<file path="src/rtl/m_wbuart.sv">
// Wishbone slave UART, 8N1 LSB first, fixed baud of CLKDIV clocks per bit.
// Latency: zero-wait-state bus (ACK_O = STB_I); TX line falls one edge after an accepted DATA write.
// Backpressure: single TX holding path; a DATA write while txbusy is dropped, RX overrun flagged.
// Ports: CLK_I/RST_I clock and async active-high reset; STB_I/WE_I/ADR_I/DAT_I/DAT_O/ACK_O
//        Wishbone slave (ADR_I 0 = DATA, 1 = STATUS); usartRX async serial in; usartTX registered out.
module m_wbuart #(
  parameter int CLKDIV = 104
) (
  input  logic        CLK_I,
  input  logic        RST_I,
  input  logic        STB_I,
  input  logic        WE_I,
  input  logic        ADR_I,
  input  logic [7:0]  DAT_I,
  output logic [31:0] DAT_O,
  output logic        ACK_O,
  input  logic        usartRX,
  output logic        usartTX
);

  localparam int CW = (CLKDIV > 1) ? $clog2(CLKDIV) : 1;
  localparam logic [CW-1:0] BIT_LAST  = CW'(CLKDIV - 1);
  localparam logic [CW-1:0] HALF_LAST = CW'(CLKDIV / 2 - 1);

  typedef enum logic [1:0] {TIDLE, TSTART, TDATA, TSTOP} tx_state_t;
  typedef enum logic [1:0] {RIDLE, RSTART, RDATA, RSTOP} rx_state_t;

  // Bus decode
  logic data_wr, data_rd, stat_wr;
  assign data_wr = STB_I & WE_I & ~ADR_I;
  assign data_rd = STB_I & ~WE_I & ~ADR_I;
  assign stat_wr = STB_I & WE_I & ADR_I;

  // ---------------- Transmitter ----------------
  tx_state_t     tx_state, tx_state_nx;
  logic [CW-1:0] tx_cnt, tx_cnt_nx;
  logic [2:0]    tx_bit, tx_bit_nx;
  logic [7:0]    tx_sh, tx_sh_nx;
  logic          tx_line_nx;
  logic          txbusy;

  assign txbusy = (tx_state != TIDLE);

  always_ff @(posedge CLK_I or posedge RST_I) begin
    if (RST_I) begin
      tx_state <= TIDLE;
      tx_cnt   <= '0;
      tx_bit   <= '0;
      tx_sh    <= '0;
      usartTX  <= 1'b1;
    end else begin
      tx_state <= tx_state_nx;
      tx_cnt   <= tx_cnt_nx;
      tx_bit   <= tx_bit_nx;
      tx_sh    <= tx_sh_nx;
      usartTX  <= tx_line_nx;
    end
  end

  always_comb begin
    tx_state_nx = tx_state;
    tx_cnt_nx   = tx_cnt;
    tx_bit_nx   = tx_bit;
    tx_sh_nx    = tx_sh;
    tx_line_nx  = usartTX;
    case (tx_state)
      TIDLE: begin
        if (data_wr) begin
          tx_state_nx = TSTART;
          tx_cnt_nx   = BIT_LAST;
          tx_bit_nx   = '0;
          tx_sh_nx    = DAT_I;
          tx_line_nx  = 1'b0;
        end
      end
      TSTART: begin
        if (tx_cnt == '0) begin
          tx_state_nx = TDATA;
          tx_cnt_nx   = BIT_LAST;
          tx_bit_nx   = '0;
          tx_line_nx  = tx_sh[0];
          tx_sh_nx    = tx_sh >> 1;
        end else begin
          tx_cnt_nx = tx_cnt - 1'b1;
        end
      end
      TDATA: begin
        // tx_bit counts data bits already placed on the line.
        if (tx_cnt == '0) begin
          tx_cnt_nx = BIT_LAST;
          if (tx_bit == 3'd7) begin
            tx_state_nx = TSTOP;
            tx_line_nx  = 1'b1;
          end else begin
            tx_bit_nx  = tx_bit + 3'd1;
            tx_line_nx = tx_sh[0];
            tx_sh_nx   = tx_sh >> 1;
          end
        end else begin
          tx_cnt_nx = tx_cnt - 1'b1;
        end
      end
      TSTOP: begin
        if (tx_cnt == '0) begin
          tx_state_nx = TIDLE;
        end else begin
          tx_cnt_nx = tx_cnt - 1'b1;
        end
      end
      default: tx_state_nx = TIDLE;
    endcase
  end

  // ---------------- Receiver ----------------
  logic          rx_meta, rxs;
  rx_state_t     rx_state, rx_state_nx;
  logic [CW-1:0] rx_cnt, rx_cnt_nx;
  logic [2:0]    rx_bit, rx_bit_nx;
  logic [7:0]    rx_sh, rx_sh_nx;
  logic [7:0]    rxdata, rxdata_nx;
  logic          rxvalid, rxvalid_nx;
  logic          overrun, overrun_nx;
  logic          ferr, ferr_nx;
  logic          stop_good, stop_bad;

  always_ff @(posedge CLK_I or posedge RST_I) begin
    if (RST_I) begin
      rx_meta  <= 1'b1;
      rxs      <= 1'b1;
      rx_state <= RIDLE;
      rx_cnt   <= '0;
      rx_bit   <= '0;
      rx_sh    <= '0;
      rxdata   <= '0;
      rxvalid  <= 1'b0;
      overrun  <= 1'b0;
      ferr     <= 1'b0;
    end else begin
      rx_meta  <= usartRX;
      rxs      <= rx_meta;
      rx_state <= rx_state_nx;
      rx_cnt   <= rx_cnt_nx;
      rx_bit   <= rx_bit_nx;
      rx_sh    <= rx_sh_nx;
      rxdata   <= rxdata_nx;
      rxvalid  <= rxvalid_nx;
      overrun  <= overrun_nx;
      ferr     <= ferr_nx;
    end
  end

  always_comb begin
    rx_state_nx = rx_state;
    rx_cnt_nx   = rx_cnt;
    rx_bit_nx   = rx_bit;
    rx_sh_nx    = rx_sh;
    stop_good   = 1'b0;
    stop_bad    = 1'b0;
    case (rx_state)
      RIDLE: begin
        if (!rxs) begin
          rx_state_nx = RSTART;
          rx_cnt_nx   = HALF_LAST;
        end
      end
      RSTART: begin
        // Mid-start-bit check: a line back high means a glitch, not a frame.
        if (rx_cnt == '0) begin
          if (rxs) begin
            rx_state_nx = RIDLE;
          end else begin
            rx_state_nx = RDATA;
            rx_cnt_nx   = BIT_LAST;
            rx_bit_nx   = '0;
          end
        end else begin
          rx_cnt_nx = rx_cnt - 1'b1;
        end
      end
      RDATA: begin
        if (rx_cnt == '0) begin
          rx_sh_nx  = {rxs, rx_sh[7:1]};
          rx_cnt_nx = BIT_LAST;
          if (rx_bit == 3'd7) begin
            rx_state_nx = RSTOP;
          end else begin
            rx_bit_nx = rx_bit + 3'd1;
          end
        end else begin
          rx_cnt_nx = rx_cnt - 1'b1;
        end
      end
      RSTOP: begin
        // Leave at mid-stop-bit so the next start edge is never missed.
        if (rx_cnt == '0) begin
          rx_state_nx = RIDLE;
          stop_good   = rxs;
          stop_bad    = ~rxs;
        end else begin
          rx_cnt_nx = rx_cnt - 1'b1;
        end
      end
      default: rx_state_nx = RIDLE;
    endcase
  end

  // Flag update: a DATA read in the same cycle frees the buffer for the new byte,
  // and new error events take priority over W1C clears.
  always_comb begin
    rxdata_nx  = rxdata;
    rxvalid_nx = rxvalid;
    if (data_rd) begin
      rxvalid_nx = 1'b0;
    end
    if (stop_good && (!rxvalid || data_rd)) begin
      rxdata_nx  = rx_sh;
      rxvalid_nx = 1'b1;
    end
    overrun_nx = (stop_good & rxvalid & ~data_rd) | (overrun & ~(stat_wr & DAT_I[2]));
    ferr_nx    = stop_bad | (ferr & ~(stat_wr & DAT_I[3]));
  end

  // ---------------- Bus read path ----------------
  assign ACK_O = STB_I;

  always_comb begin
    DAT_O = '0;
    if (STB_I) begin
      if (ADR_I) begin
        DAT_O = {28'h0, ferr, overrun, txbusy, rxvalid};
      end else begin
        DAT_O = {24'h0, rxdata};
      end
    end
  end

endmodule

</file>
<file path="config.mk">
export PLATFORM = sky130hd
export DESIGN_NAME = m_wbuart
export DESIGN_NICKNAME = d
export VERILOG_FILES = /design/src/rtl/m_wbuart.sv
export SDC_FILE = /design/constraint.sdc
export NUM_CORES = 1
export LEC_CHECK = 0
export ABC_AREA = 0
export CORE_UTILIZATION = 35
export CTS_CLUSTER_DIAMETER = 60
export CTS_CLUSTER_SIZE = 16
export DETAILED_ROUTE_END_ITERATION = 8
export PLACE_DENSITY = 0.65
export SLEW_MARGIN = 5
export SYNTH_ARGS = -nofsm -noshare
export SYNTH_HDL_FRONTEND = slang
export SYNTH_SLANG_ARGS = --single-unit
export TNS_END_PERCENT = 50
</file>
<file path="constraint.sdc">
create_clock -name CLK_I -period 6.5 [get_ports CLK_I]
set_input_delay 1.3 -clock CLK_I [delete_from_list [all_inputs] [get_ports CLK_I]]
set_output_delay 1.3 -clock CLK_I [all_outputs]
set_load 0.1 [all_outputs]
</file>
==> results of run 1 <==
cells in the mapped netlist, drive strengths merged, types with 3 or more instances:
cell type | number | area, um2
or2 | 3 | 18.8
a21o | 3 | 22.5
inv | 16 | 60.1
nor4b | 3 | 56.3
o21ai | 12 | 60.1
or3 | 3 | 18.8
nor3b | 3 | 33.8
dfrtp | 51 | 1280
nor3 | 4 | 20.0
mux2 | 32 | 390
o211ai | 4 | 30.0
clkbuf | 9 | 33.8
a41oi | 3 | 26.3
o22ai | 3 | 25.0
nor2b | 9 | 56.3
nand4 | 3 | 18.8
ha | 16 | 200
nand2 | 20 | 77.6
dfstp | 3 | 78.8
a211oi | 3 | 22.5
o22a | 6 | 52.6
a32oi | 4 | 35.0
and2 | 8 | 50.1
nor2 | 13 | 48.8
mux2i | 5 | 50.1
a31oi | 6 | 37.5
a21boi | 4 | 30.0
nand3 | 12 | 60.1
buf | 29 | 226
a21oi | 8 | 40.0
o31ai | 4 | 30.0
o31a | 3 | 26.3
flip-flops by register name (all words and copies together) (netlist names), named ones only:
name      cells
rx_sh         8
tx_sh         8
rxvalid       1
rx_state      1
tx_cnt        7
usartTX       1
tx_state      2
rx_cnt        7
overrun       1
rx_bit        3
ferr          1
rx_meta       1
tx_bit        3
rxdata        8
rxs           1
cell type report:
type                            count  share of cell area
Tap cell                          129              0.0441
Inverter                           16              0.0164
Clock inverter                      3             0.00786
Clock buffer                        5              0.0188
Sequential cell                    54               0.370
Multi-Input combinational cell    235               0.478
Timing Repair Buffer               24              0.0649
metal layers:
metal / vias to the layer above / wire length (um) / GRT usage
li1: 1145 / - / -
met1: 1137 / 2770 / 0.163
met2: 42 / 2960 / 0.220
met3: 6 / 155 / 0.0232
met4: 0 / 58 / 0.0294
met5: - / 0 / 0
worst max-delay path, stage by stage:
cell and delay, ns:
clkdlybuf4s50_1 0.62, nor2b_1 0.36, and2_1 0.18, clkdlybuf4s50_1 1.13
worst max path at each step:
stage,from,endpoint,slack [ns],depth (start not counted)
finish,STB_I,DAT_O[7],1.61,4
global route,STB_I,DAT_O[6],1.48,4
CTS,STB_I,DAT_O[7],1.57,4
detailed placement,STB_I,DAT_O[7],1.59,4
global placement,STB_I,DAT_O[7],1.61,4
floorplan,ADR_I,DAT_O[0],2.27,3
where the power goes:
part           leakage [uW]  switching, uW  internal [uW]
clock             0.0000502            122           80.2
sequential         0.000698           56.3            402
combinational      0.000869            344            263
total               0.00162            522            746
kinds of logic after synthesis:
group | after synthesis | synth area share
other | 1 | 0.00112
flip-flops | 54 | 0.406
adder cells (fa/ha/maj) | 16 | 0.0600
buffers and inverters | 54 | 0.0959
AND/OR/NAND/NOR | 87 | 0.153
multiplexers | 37 | 0.132
AO/OA/AOI/OAI | 71 | 0.153
metrics by stage:
stage / cells / area, um2 / total power, uW
floorplan: 343 / 3420 / 978
global placement: 458 / 3560 / 1060
detailed placement: 458 / 3560 / 1080
CTS: 466 / 3660 / 1280
global route: 466 / 3660 / 1360
finish: 466 / 3660 / 1270
cell usage in the layout (no fill, tap or decap), types with 2 or more instances in the layout:
master            n
inv_1            15
ha_1             16
a32o_1            2
a21oi_1           8
nand3_1          12
dfrtp_1          51
a41oi_1           3
o31ai_1           4
clkbuf_8          5
a21o_1            3
or2_2             3
nor2b_1           9
a32oi_1           4
a211oi_1          3
conb_1           24
nor3b_1           2
clkinv_4          2
o21ai_0          12
mux2_2           24
nor3_1            4
o22a_1            6
nand4_1           3
o22ai_1           2
mux2_4            8
nand2b_1          2
and2_1            8
or3_1             3
dfstp_2           3
clkdlybuf4s50_1  23
a31oi_1           6
o31a_1            3
a21boi_0          4
nor2_1           13
mux2i_1           5
nand2_1          19
nor4b_4           2
o211ai_1          4
==> flow_metrics.tcl, run 1 <==
set metrics [dict create \
    vias 2330 \
    cts_setup_buffers 0 \
    final_util 0.396 \
    rr_startpoint "rx_cnt[0]$_DFFE_PP0P_" \
    num_rows 35 \
    async_flop_share 1.00 \
    core_mm2 0.00924 \
    syn_area_per_cell_um2 10.4 \
    status "completed" \
    numCtsBuffers 5 \
    cp.required_ns 5.20 \
    r2r_end "rxdata[6]$_DFFE_PP0P_" \
    hpwl_um 4310 \
    cts-resized-gates 0 \
    hold_depth 0 \
    p_leak_uw 0.00162 \
    worst_setup_path_end_kind "primary output" \
    routed_wl_um 5940 \
    worst_pin_slew_ns 0.975 \
    die-area_mm2 0.00993 \
    ys_warn_count 0 \
    fill_cells 903 \
    multiInputGateArea_mm2 0.00175 \
    vias_per_cell 5.00 \
    path_class "in2out" \
    synth_cell_types 52 \
    grt_pass1_vias 2197 \
    rrSetupSlack_ns 3.93 \
    wire_per_inst_um 12.8 \
    cts_buffer_depth 2 \
    max_freq_ghz 0.204 \
    seq_area_frac_synth 0.406 \
    synth_flop_cell "dfrtp_1" \
    cts_tree "yes" \
    io_buffers 23 \
    synth_seq_cells 54 \
    drtIter0Drc 99 \
    grt_first_pass_wirelength_um 10300 \
    final_hold_viol_count 0 \
    powerDensity_mw_per_mm2 346 \
    place_ws_ns 1.59 \
    antenna_found_initial 0 \
    ant_nets 0 \
    ir_worst_vdd_v 0.000119 \
    cts.htree.levels 2 \
    hold-path-endpoint "rxs$_DFF_PP1_" \
    slew_headroom 0.350 \
    setup_viol 0 \
    clkTransAtPathRegs_ns 0.11 \
    rsz0062_at_grt "no" \
    clock_skew_ns 0.0109 \
    netlist_area_mm2 0.00334 \
    gp_congestion 0.798 \
    synth_edf_count 0 \
    die_height_um 99.7 \
    antennaDiodeCount 0 \
    start_util 0.361 \
    fin_nets 366 \
    gr-total-overflow 0 \
    fin_crit_ns 4.89 \
    clock_sinks 54 \
    worst-path-max-fanout 10 \
    reg2regPathDepth 6 \
    arrival_ns 3.59 \
    regArea_mm2 0.00136 \
    start_kind "primary input" \
    maxCapViolCount 0 \
    hp-start "rx_meta$_DFF_PP1_" \
    finalCritPeriodShare 0.752 \
    grt_max_degree 55 \
    clockRootBuffer "clkbuf_8" \
    die_w_um 99.7 \
    drive_above_1_share 0.160 \
    whs_ns 0.364 \
    area_delta_synth_final_pct 9.67 \
    drtPass1Iterations 4 \
    track_usage 0.127 \
    drc 0 \
    clk_latency_ns 0.31 \
    slew_viol_final 0 \
    synth_cells 320 \
    hp-class "reg2reg" \
    tns_ns 0 \
    cts_hold_buffers 0 \
    setup_ws_ns 1.61 \
    boundaryPins 48 \
]
(Power assumes the default switching activity.)
==> inputs of run 2 (changes only) <==
--- a/config.mk
+++ b/config.mk
@@ -10,7 +10,7 @@
 export CTS_CLUSTER_DIAMETER = 60
 export CTS_CLUSTER_SIZE = 16
 export DETAILED_ROUTE_END_ITERATION = 8
-export PLACE_DENSITY = 0.65
+export PLACE_DENSITY = 0.67
 export SLEW_MARGIN = 5
 export SYNTH_ARGS = -nofsm -noshare
 export SYNTH_HDL_FRONTEND = slang
==> constraint.sdc (replaced) <==
create_clock -name CLK_I -period 4.1 [get_ports CLK_I]
set_input_delay 0.82 -clock CLK_I [delete_from_list [all_inputs] [get_ports CLK_I]]
set_output_delay 0.82 -clock CLK_I [all_outputs]
set_load 0.1 [all_outputs]
==> run 2 against run 1 <==
  * Cell area is 0.10% lower
  * Global-route usage is 0.38 points higher
  * Critical path depth stayed put
  * Final cell count stayed put
  * Count of clock-buffer cells in the layout stayed put
  * Core utilization hardly changed
  * Clock skew is 0.00057 ns lower
  * Largest power group unchanged
==> flow_metrics.tcl, run 2 (synthesis gave the netlist of run 1 again) <==
set metrics [dict create \
    vias 2382 \
    antenna_found_initial 0 \
    slew_viol_final 0 \
    io_buffers 23 \
    routed_wl_um 6040 \
    track_usage 0.130 \
    die_w_um 99.7 \
    final_hold_viol_count 0 \
    fin_crit_ns 3.14 \
    cts_buffer_depth 2 \
    max_freq_ghz 0.319 \
    path_class "in2out" \
    hold_depth 0 \
    finalCritPeriodShare 0.765 \
    fin_nets 366 \
    tns_ns 0 \
    drive_above_1_share 0.187 \
    grt_pass1_vias 2293 \
    p_leak_uw 0.00164 \
    cts_tree "yes" \
    drc 0 \
    grt_first_pass_wirelength_um 10500 \
    boundaryPins 48 \
    final_util 0.396 \
    slew_headroom 0.351 \
    cts.htree.levels 2 \
    clkTransAtPathRegs_ns 0.10 \
    drtPass1Iterations 4 \
    finalNonFillerCells 466 \
    cp.required_ns 3.28 \
    worst_setup_path_end_kind "primary output" \
    clockRootBuffer "clkbuf_8" \
    gp_congestion 0.847 \
    power_uw 2060 \
    powerDensity_mw_per_mm2 564 \
    cts-resized-gates 0 \
    core_mm2 0.00924 \
    start_util 0.361 \
    start_kind "primary input" \
    drtIter0Drc 67 \
    grt_max_degree 42 \
    design_area_mm2 0.00366 \
    setup_viol 0 \
    rsz0062_at_grt "no" \
    ant_nets 0 \
    clk_latency_ns 0.31 \
    final_common_cell "dfrtp_1" \
    hpwl_um 4440 \
    maxCapViolCount 0 \
    antennaDiodeCount 0 \
    worst_pin_slew_ns 0.973 \
    reg2regPathDepth 6 \
    layout_common_cells "51 x dfrtp_1, 24 x mux2_2, 24 x conb_1" \
    hp-class "reg2reg" \
    area_delta_synth_final_pct 9.56 \
    numCtsBuffers 5 \
    gr-total-overflow 0 \
    status "completed" \
    cts_setup_buffers 0 \
    wire_per_inst_um 13.0 \
    worst-path-max-fanout 10 \
    clock_sinks 54 \
    vias_per_cell 5.11 \
    fill_cells 878 \
    arrival_ns 2.32 \
    num_rows 35 \
    dpl_cell_area_mm2 0.00354 \
    place_inst 458 \
    ir_worst_vdd_v 0.000205 \
    die_height_um 99.7 \
    largest_registers "rx_sh (8), rxdata (8), tx_sh (8)" \
    clock_skew_ns 0.0104 \
    cts_hold_buffers 0 \
    die-area_mm2 0.00993 \
]
[run 2: power by group]
part	leakage, uW	total, uW	internal, uW	switching (uW)
Sequential	0.000698	729	638	90.6
Clock	0.0000587	372	185	186
Combinational	0.000886	961	417	544
[run 2: final timing paths]
path / startpoint / end / slack (ns)
hold / removal: rx_meta$_DFF_PP1_ / rxs$_DFF_PP1_ / 0.36
max in group asynchronous: RST_I / usartTX$_DFFE_PP1P_ / 2.33
setup reg to reg: rx_cnt[0]$_DFFE_PP0P_ / rxdata[1]$_DFFE_PP0P_ / 1.43
min in group asynchronous: RST_I / rx_cnt[5]$_DFFE_PP0P_ / 1.00
hold reg to reg: rx_meta$_DFF_PP1_ / rxs$_DFF_PP1_ / 0.36
setup / recovery: STB_I / DAT_O[7] / 0.96
[run 2: layer usage]
| metal | vias up | track usage | part of all wire |
|---|---|---|---|
| li1 | 1143 | - | - |
| met1 | 1161 | 0.164 | 0.46 |
| met2 | 67 | 0.226 | 0.49 |
| met3 | 11 | 0.0239 | 0.038 |
| met4 | 0 | 0.0419 | 0.014 |
| met5 | - | 0 | 0 |
[run 2: final cells by class]
type | instances | area [um2] | share of cell area
Timing Repair Buffer | 24 | 215 | 0.0588
Multi-Input combinational cell | 235 | 1750 | 0.478
Tap cell | 129 | 161 | 0.0441
Sequential cell | 54 | 1360 | 0.371
Inverter | 16 | 60.1 | 0.0164
Clock inverter | 3 | 47.5 | 0.0130
Clock buffer | 5 | 68.8 | 0.0188
[run 2: worst max-delay path, stage by stage]
cell and delay [ns]:
clkdlybuf4s50_1 0.65, nor2b_1 0.37, and2_1 0.19, buf_4 0.29
[run 2: metrics by stage]
step | hold slack (ns) | setup slack (ns)
after floorplan | 0.345 | 0.834
after global placement | 0.346 | 0.990
after detailed placement | 0.347 | 0.960
after CTS | 0.362 | 0.950
after global routing | 0.367 | 0.886
final | 0.363 | 0.962
==> inputs of run 3 (changes only) <==
==> constraint.sdc (replaced) <==
create_clock -name CLK_I -period 2.6 [get_ports CLK_I]
set_input_delay 0.52 -clock CLK_I [delete_from_list [all_inputs] [get_ports CLK_I]]
set_output_delay 0.52 -clock CLK_I [all_outputs]
set_load 0.1 [all_outputs]
==> run 3 against run 2 <==
  * Sequential share of layout area is 2.0 points lower
  * Non-clock buffer count rose by 12
  * Critical endpoint is now DAT_O[1]
  * Clock power rose by 33%
  * Count of clock-buffer cells in the layout up 1
  * Core utilization is 2.2 points higher
  * Cell area increased by 5.6%
  * Worst setup slack got worse by 0.76 ns
  * Total power grew 60%
  * Combinational power increased by 72%
  * Worst hold slack gained 0.00078 ns
  * Wire length up 8.7%
==> flow_metrics.tcl, run 3 (synthesis gave the netlist of run 1 again) <==
set metrics [dict create \
    status "completed" \
    clkTransAtPathRegs_ns 0.09 \
    hpwl_um 4790 \
    slew_viol_final 0 \
    drive_above_1_share 0.221 \
    ant_nets 0 \
    die_w_um 99.7 \
    grt_pass1_vias 2383 \
    cts_hold_buffers 0 \
    vias 2440 \
    hp-class "reg2reg" \
    layout_common_cells "51 x dfrtp_1, 24 x mux2_2, 24 x conb_1" \
    wire_per_inst_um 13.7 \
    max_freq_ghz 0.417 \
    die-area_mm2 0.00993 \
    drc 0 \
    clock_skew_ns 0.00707 \
    clock_sinks 54 \
    clk_latency_ns 0.30 \
    arrival_ns 1.88 \
    design_area_mm2 0.00386 \
    start_util 0.361 \
    antennaDiodeCount 0 \
    maxCapViolCount 0 \
    area_delta_synth_final_pct 15.7 \
    worst-path-buf-inv 3 \
    largest_registers "rx_sh (8), rxdata (8), tx_sh (8)" \
    grt_first_pass_wirelength_um 11200 \
    path_class "in2out" \
    worst-path-max-fanout 7 \
    slew_headroom 0.345 \
    boundaryPins 48 \
    worst_pin_slew_ns 0.983 \
    final_common_cell "dfrtp_1" \
    cp.required_ns 2.08 \
    start_kind "primary input" \
    powerDensity_mw_per_mm2 851 \
    cts_setup_buffers 0 \
    routed_wl_um 6560 \
    tns_ns 0 \
    gr-total-overflow 0 \
    grt_max_degree 55 \
    cts_buffer_depth 2 \
    drtIter0Drc 125 \
    crit_path_cell_trace "clkdlybuf4s50_1 -> buf_4 -> mux2i_1 -> and2_1 -> buf_12" \
    drtPass1Iterations 4 \
    finalCritPeriodShare 0.922 \
    rsz0062_at_grt "no" \
    die_height_um 99.7 \
    max_stage_delay_ns 0.63 \
    fill_cells 872 \
    place_ws_ns 0.203 \
    fin_crit_ns 2.40 \
    finalNonFillerCells 478 \
    fin_nets 378 \
    antenna_found_initial 0 \
    ir_worst_vdd_v 0.000334 \
    track_usage 0.140 \
    cts-resized-gates 0 \
    setup_ws_ns 0.202 \
    vias_per_cell 5.10 \
    cts_tree "yes" \
    io_buffers 23 \
    final_hold_viol_count 0 \
    cts.htree.levels 2 \
    cp_slowest_cell "clkdlybuf4s50_1" \
    dpl_cell_area_mm2 0.00377 \
    final_util 0.418 \
    worst_setup_path_end_kind "primary output" \
    gp_congestion 0.834 \
    p_leak_uw 0.00173 \
    place_inst 470 \
    numCtsBuffers 5 \
    core_mm2 0.00924 \
    setup_viol 0 \
    clockRootBuffer "clkbuf_8" \
    crit_family "buffers and inverters" \
    num_rows 35 \
]
## run 3: cell count changes in the layout (fill, tap and decap cells not counted), sizes merged
cell,change
clkbuf,+1
bufinv,-1
clkdlybuf4s50,-1
buf,+13
inv,-1
clkinvlp,+1
## run 3: power by group
group	internal (uW)	switching [uW]	total, uW	leakage, uW
clock	215	279	494	0.0000472
sequential	1010	142	1150	0.000698
combinational	747	901	1650	0.000983
total	1970	1320	3290	0.00173
## run 3: path summary, 6_finish.rpt
path | start | to | slack (ns) | cells after the start
max | ADR_I | DAT_O[1] | 0.20 | 5
max reg2reg | rx_state[0]$_DFFE_PP0P_ | rx_cnt[2]$_DFFE_PP0P_ | 0.28 | 5
min | rx_meta$_DFF_PP1_ | rxs$_DFF_PP1_ | 0.36 | 0
min reg2reg | rx_meta$_DFF_PP1_ | rxs$_DFF_PP1_ | 0.36 | 0
max in group asynchronous | RST_I | rx_meta$_DFF_PP1_ | 1.73 | 3
min in group asynchronous | RST_I | tx_sh[5]$_DFFE_PP0P_ | 0.57 | 3
## run 3: metrics by stage
stage / hold slack, ns / power [uW]
finish: 0.364 / 3290
floorplan: 0.345 / 2440
global placement: 0.346 / 2760
detailed placement: 0.351 / 2810
CTS: 0.365 / 3330
global route: 0.370 / 3520
## run 3: area by class of cell
class                           count  area, um2  area share
Inverter                           16       60.1      0.0155
Timing Repair Buffer               36        440       0.114
Clock inverter                      2       12.5     0.00324
Sequential cell                    54       1360       0.351
Tap cell                          129        161      0.0418
Multi-Input combinational cell    235       1750       0.453
Clock buffer                        6       82.6      0.0214
## run 3: worst reg2reg max path, delay by kind of cell (launching register included)
family                     cells  cell delay (ns)
AOI/OAI and AO/OA              4             1.40
adders and majority gates      1             0.36
DFF                            1             0.46
## run 3: per-layer routing
layer,global-route usage,part of all wire,vias to the layer above
met2,0.248,0.51,61
met3,0.0274,0.033,7
li1,-,-,1162
met5,0,0,-
met1,0.171,0.44,1210
met4,0.0430,0.013,0
